===== src/rtl/debounce_pkg.sv =====
// Shared definitions for the push-button debouncer: repeat FSM states,
// default cycle counts and a counter-width helper.
package debounce_pkg;

    typedef enum logic [1:0] {
        IDLE   = 2'd0,
        HOLD   = 2'd1,
        REPEAT = 2'd2
    } rep_state_e;

    localparam int DEF_N_CH          = 4;
    localparam int DEF_STABLE_CYCLES = 65536;
    localparam int DEF_HOLD_CYCLES   = 50000000;
    localparam int DEF_REPEAT_CYCLES = 10000000;

    // Width of a counter that must reach cycles-1; never narrower than one bit.
    function automatic int cnt_width(input int cycles);
        return (cycles > 2) ? $clog2(cycles) : 1;
    endfunction

    function automatic int max2(input int a, input int b);
        return (a > b) ? a : b;
    endfunction

endpackage


===== src/rtl/debounce_channel.sv =====
// One debouncer channel: 2-flop synchroniser, stability counter, press/release
// strobes and, when HOLD_REPEAT_EN is defined, the hold/auto-repeat FSM.
//
// state  | meaning
// IDLE   | button released (or not yet accepted as pressed)
// HOLD   | press accepted, waiting HOLD_CYCLES for the first repeat
// REPEAT | emitting a repeat strobe every REPEAT_CYCLES
module debounce_channel
    import debounce_pkg::*;
#(
    parameter int STABLE_CYCLES = DEF_STABLE_CYCLES,
    parameter int HOLD_CYCLES   = DEF_HOLD_CYCLES,
    parameter int REPEAT_CYCLES = DEF_REPEAT_CYCLES
) (
    input  logic clk_i,
    input  logic rst_i,
    input  logic btn_i,
    output logic state_o,
    output logic pressed_o,
    output logic released_o,
    output logic repeat_o
);

    localparam int CW = cnt_width(STABLE_CYCLES);
    localparam logic [CW-1:0] CNT_TC = CW'(STABLE_CYCLES - 1);

    logic          sync1_q, sync2_q;
    logic [CW-1:0] cnt_q, cnt_d;
    logic          state_q, state_d;
    logic          pressed_q, pressed_d;
    logic          released_q, released_d;
    logic          accept;

    // Two-flop synchroniser for the asynchronous button level.
    always_ff @(posedge clk_i) begin
        if (rst_i) begin
            sync1_q <= 1'b0;
            sync2_q <= 1'b0;
        end else begin
            sync1_q <= btn_i;
            sync2_q <= sync1_q;
        end
    end

    // Stability counter: a level is accepted only after it differs from the
    // debounced state for STABLE_CYCLES consecutive cycles.
    always_comb begin
        cnt_d      = cnt_q;
        state_d    = state_q;
        accept     = 1'b0;
        if (sync2_q == state_q) begin
            cnt_d = '0;
        end else if (cnt_q == CNT_TC) begin
            accept  = 1'b1;
            state_d = sync2_q;
            cnt_d   = '0;
        end else begin
            cnt_d = cnt_q + CW'(1);
        end
        pressed_d  = accept & sync2_q;
        released_d = accept & ~sync2_q;
    end

    // Debounced state and registered strobes.
    always_ff @(posedge clk_i) begin
        if (rst_i) begin
            cnt_q      <= '0;
            state_q    <= 1'b0;
            pressed_q  <= 1'b0;
            released_q <= 1'b0;
        end else begin
            cnt_q      <= cnt_d;
            state_q    <= state_d;
            pressed_q  <= pressed_d;
            released_q <= released_d;
        end
    end

    assign state_o    = state_q;
    assign pressed_o  = pressed_q;
    assign released_o = released_q;

`ifdef HOLD_REPEAT_EN
    localparam int RW = cnt_width(max2(HOLD_CYCLES, REPEAT_CYCLES));
    localparam logic [RW-1:0] HOLD_TC = RW'(HOLD_CYCLES - 1);
    localparam logic [RW-1:0] REP_TC  = RW'(REPEAT_CYCLES - 1);

    rep_state_e    fsm_q, fsm_d;
    logic [RW-1:0] rcnt_q, rcnt_d;
    logic          repeat_q, repeat_d;

    // Repeat FSM next state; an accepted release always wins over a terminal count.
    always_comb begin
        fsm_d    = fsm_q;
        rcnt_d   = rcnt_q;
        repeat_d = 1'b0;
        case (fsm_q)
            IDLE: begin
                if (accept && sync2_q) begin
                    fsm_d  = HOLD;
                    rcnt_d = '0;
                end
            end
            HOLD: begin
                if (accept && !sync2_q) begin
                    fsm_d  = IDLE;
                    rcnt_d = '0;
                end else if (rcnt_q == HOLD_TC) begin
                    repeat_d = 1'b1;
                    rcnt_d   = '0;
                    fsm_d    = REPEAT;
                end else begin
                    rcnt_d = rcnt_q + RW'(1);
                end
            end
            REPEAT: begin
                if (accept && !sync2_q) begin
                    fsm_d  = IDLE;
                    rcnt_d = '0;
                end else if (rcnt_q == REP_TC) begin
                    repeat_d = 1'b1;
                    rcnt_d   = '0;
                end else begin
                    rcnt_d = rcnt_q + RW'(1);
                end
            end
            default: begin
                fsm_d  = IDLE;
                rcnt_d = '0;
            end
        endcase
    end

    // Repeat FSM state, counter and strobe registers.
    always_ff @(posedge clk_i) begin
        if (rst_i) begin
            fsm_q    <= IDLE;
            rcnt_q   <= '0;
            repeat_q <= 1'b0;
        end else begin
            fsm_q    <= fsm_d;
            rcnt_q   <= rcnt_d;
            repeat_q <= repeat_d;
        end
    end

    assign repeat_o = repeat_q;
`else
    assign repeat_o = 1'b0;
`endif

endmodule


===== src/rtl/multi_debouncer.sv =====
// N-channel push-button debouncer top. Define HOLD_REPEAT_EN to build the
// hold/auto-repeat logic; otherwise btn_repeat is tied low with the same ports.
module multi_debouncer
    import debounce_pkg::*;
#(
    parameter int N_CH          = DEF_N_CH,
    parameter int STABLE_CYCLES = DEF_STABLE_CYCLES,
    parameter int HOLD_CYCLES   = DEF_HOLD_CYCLES,
    parameter int REPEAT_CYCLES = DEF_REPEAT_CYCLES
) (
    input  logic            clk,
    input  logic            rst,
    input  logic [N_CH-1:0] btn_in,
    output logic [N_CH-1:0] btn_state,
    output logic [N_CH-1:0] btn_pressed,
    output logic [N_CH-1:0] btn_released,
    output logic [N_CH-1:0] btn_repeat
);

    for (genvar g = 0; g < N_CH; g++) begin : g_ch
        debounce_channel #(
            .STABLE_CYCLES(STABLE_CYCLES),
            .HOLD_CYCLES  (HOLD_CYCLES),
            .REPEAT_CYCLES(REPEAT_CYCLES)
        ) u_ch (
            .clk_i     (clk),
            .rst_i     (rst),
            .btn_i     (btn_in[g]),
            .state_o   (btn_state[g]),
            .pressed_o (btn_pressed[g]),
            .released_o(btn_released[g]),
            .repeat_o  (btn_repeat[g])
        );
    end

endmodule


===== config.mk =====
export PLATFORM = sky130hd
export DESIGN_NAME = multi_debouncer
export DESIGN_NICKNAME = d
export VERILOG_FILES = /design/src/rtl/debounce_pkg.sv /design/src/rtl/debounce_channel.sv /design/src/rtl/multi_debouncer.sv
export SDC_FILE = /design/constraint.sdc
export NUM_CORES = 1
export LEC_CHECK = 0
export BUFFER_PORTS_ARGS = -buffer_cell sky130_fd_sc_hd__buf_2
export CORE_MARGIN = 1
export CORE_UTILIZATION = 45
export CTS_CLUSTER_DIAMETER = 150
export DETAILED_ROUTE_END_ITERATION = 8
export SLEW_MARGIN = 25
export SYNTH_ARGS = -nofsm -noshare
export SYNTH_HDL_FRONTEND = slang
export SYNTH_SLANG_ARGS = --single-unit

===== constraint.sdc =====
create_clock -name clk -period 2.5 [get_ports clk]
set_clock_uncertainty 0.2 [all_clocks]
set_input_delay 0.125 -clock clk [delete_from_list [all_inputs] [get_ports clk]]
set_output_delay 0.125 -clock clk [all_outputs]
set_load 0.05 [all_outputs]

==> run metrics <==
ys async rst share 0%; Post-synth EDFFs 0; Root Buffer clkbuf_8; R2R setup slack roughly 450 ps; Avg Cell Area, Syn ~9.1 um2; Inserted Diodes 0; DR DRC count 0; Synth Area in Compound Gates under 10%; critical path type flop to flop; Worst Setup SP g_ch[3].u_ch.cnt_q[0]$_SDFF_PP0_; via count between 2000 and 2500; Final Core Density a little over half; Worst Path Required about 2500 ps; RSZ-0062 raised after global routing false; maximum VDD drop about 0.29 mV; Post-Synth Adder-Cell Area between 1 and 1.5%; first-pass GRT wire length between 10000 and 15000 um; Final Critical Period 2050 ps; synthesis-to-layout area growth 11.2%; Setup Viol. Count Final 0; Pre-Repair DR Iteration Count 5; worst-case reg-to-reg path depth 6; Avg WL per Cell about 11 um; Setup crit end kind flop; synth cell count leaders dfxtp_1 (84), nor2_1 (72), xnor2_1 (40); #FFs+latches synth 84; core area 7410 um2; YS warnings 0; effective utilization at floorplan between 40% and 50%; layout cells sized above 1 under 10%; capturing point of the worst reg2reg path g_ch[3].u_ch.cnt_q[14]$_SDFF_PP0_; via density per instance approximately 4.8; Yosys top cell area share a little under half; Synth Instances a little under 400; Die Y roughly 91 um; die area around 8200 um2; outcome finished clean; crit path DAT 2080 ps; simple-gate share of the synthesized area 28.5%; ys flop type dfxtp_1; sequential share of the synthesized area 47.5%; synth top area cells dfxtp_1 (48%), xnor2_1 (9.9%), nor2_1 (7.6%); die width slightly above 90 um; Site Rows 31; final wirelength between 5000 and 6000 um; Port Buffers 17; Clock Latency Late Sink between 300 and 400 ps; post-synthesis mux area share less than 1%; nets around 420; count leader, synth dfxtp_1; Max Cap Violations 0; Mapped Area between 3000 and 4000 um2; Hold WC Path Type flop to flop; reg2reg start g_ch[3].u_ch.cnt_q[0]$_SDFF_PP0_; initial DRC count 64; clk buf depth 2; DR top layer met4; CTS tree built; post-cts resize count 0; max frequency ~490 MHz; Startpoint Class flop; Ports 22; Clock transition at path regs around 80 ps; Hold Fails Final Rpt 0; Tcrit/Tclk final approximately 82%; Unique masters post-synth 36; Min Hold Slack between 200 and 250 ps; timing endpoint of the critical path g_ch[3].u_ch.cnt_q[14]$_SDFF_PP0_; LEAKAGE 0.00130 uW; DR WL met2 about 2500 um; PD cells roughly 640 nW/um2; XOR/XNOR Fraction of Synth Area about 14%; dominant combinational cell family by area after synthesis simple AND/OR/NAND/NOR gates; GRT Total Usage between 15 and 20%; global route overflow 0; HPWL after DPL approximately 3900 um; CTS Sinks 84; Setup TNS 0 ps; initial antenna violation count 0; Slew Viols, Final 0; largest net degree at the start of global routing 22; Max FO, Critical Path 16; vias in the first global route ~2400; Post-DRT Antenna Nets 0; metal3 WL between 150 and 200 um; CTS Buf Count 9; wl on met1 2860 um; H-tree depth 3; Placer Congestion approximately 0.76; Yosys top cell by area dfxtp_1
where the power goes:
group / total [uW] / switching (uW) / internal, uW
logic: 54.1 / 33.2 / 20.9
clock network: 1100 / 452 / 645
registers: 1350 / 5.08 / 1340
critical path, cell delays in order, from the launching register on:
cell and delay (ps):
dfxtp_1 390, ha_1 240, nand4_1 220, nor4_2 470
nand2b_1 160, buf_4 200, nor2_1 70
logic make-up after synthesis:
family | count (synthesis)
compound gates | 10
xor+xnor | 58
fa+ha+maj | 4
buf+inv | 36
flops | 84
mux | 2
other cells | 1
simple gates | 196
sequential cells by signal (all words and copies together), names as in the netlist:
signal,count
g_ch.u_ch.pressed_o,4
g_ch.u_ch.state_o,4
g_ch.u_ch.released_o,4
g_ch.u_ch.sync1_q,4
g_ch.u_ch.cnt_q,64
g_ch.u_ch.sync2_q,4
layout by cell type (no fill, tap or decap), types with 2 or more instances in the layout:
cell / instances
nor4_1: 12
xor2_1: 18
o21ai_0: 2
inv_1: 11
nand3_1: 21
nor4b_1: 3
bufinv_16: 2
ha_1: 4
and4_1: 5
nor3_1: 16
nand4_1: 17
buf_2: 17
dfxtp_1: 84
buf_4: 2
conb_1: 4
nand2_1: 19
nor2_1: 72
xnor2_1: 40
nand2b_1: 7
a21oi_1: 3
clkbuf_8: 12
mux2i_1: 2
and3_1: 7
nor2b_1: 9
dlygate4sd3_1: 9
per-layer routing:
layer | vias up | track usage [%]
met1 | 1106 | 18.4
met3 | 8 | 4.88
li1 | 1327 | -
met2 | 24 | 24.7
met5 | - | 0
met4 | 0 | 5.65
per-stage QoR:
stage / worst slack, ps / power (uW) / cell area (um2) / cells
4_1_cts: 423 / 2540 / 3940 / 512
2_1_floorplan: 564 / 1420 / 3550 / 394
3_3_place_gp: 517 / 1420 / 3610 / 487
3_5_place_dp: 429 / 1430 / 3610 / 487
6_report: 450 / 2500 / 3940 / 512
5_1_grt: 231 / 2590 / 3940 / 512
layout make-up:
| cell class | count | area [um2] |
|---|---|---|
| Clock buffer | 13 | 169 |
| Fill cell | 721 | 3470 |
| Sequential cell | 84 | 1680 |
| Inverter | 11 | 41.3 |
| Multi-Input combinational cell | 274 | 1660 |
| Clock inverter | 3 | 67.6 |
| Timing Repair Buffer | 28 | 190 |
| Tap cell | 99 | 124 |
worst min-delay path by stage:
stage                                               start                         endpoint  slack, ps  depth (start not counted)
final                     g_ch[0].u_ch.sync1_q$_SDFF_PP0_  g_ch[0].u_ch.sync2_q$_SDFF_PP0_        240                          1
after global routing      g_ch[3].u_ch.sync1_q$_SDFF_PP0_  g_ch[3].u_ch.sync2_q$_SDFF_PP0_        260                          1
after CTS                 g_ch[0].u_ch.sync1_q$_SDFF_PP0_  g_ch[0].u_ch.sync2_q$_SDFF_PP0_        240                          1
after detailed placement                        btn_in[2]  g_ch[2].u_ch.sync1_q$_SDFF_PP0_        140                          2
after global placement                          btn_in[1]  g_ch[1].u_ch.sync1_q$_SDFF_PP0_        140                          2
after floorplan                                 btn_in[0]  g_ch[0].u_ch.sync1_q$_SDFF_PP0_         50                          1
timing repair:
action | in CTS | in global routing
setup buffers | 0 | 0
endpoints found under the hold margin | 10 | 0
hold buffers | 9 | 0
Note: power is estimated with default switching activity, not from simulation.
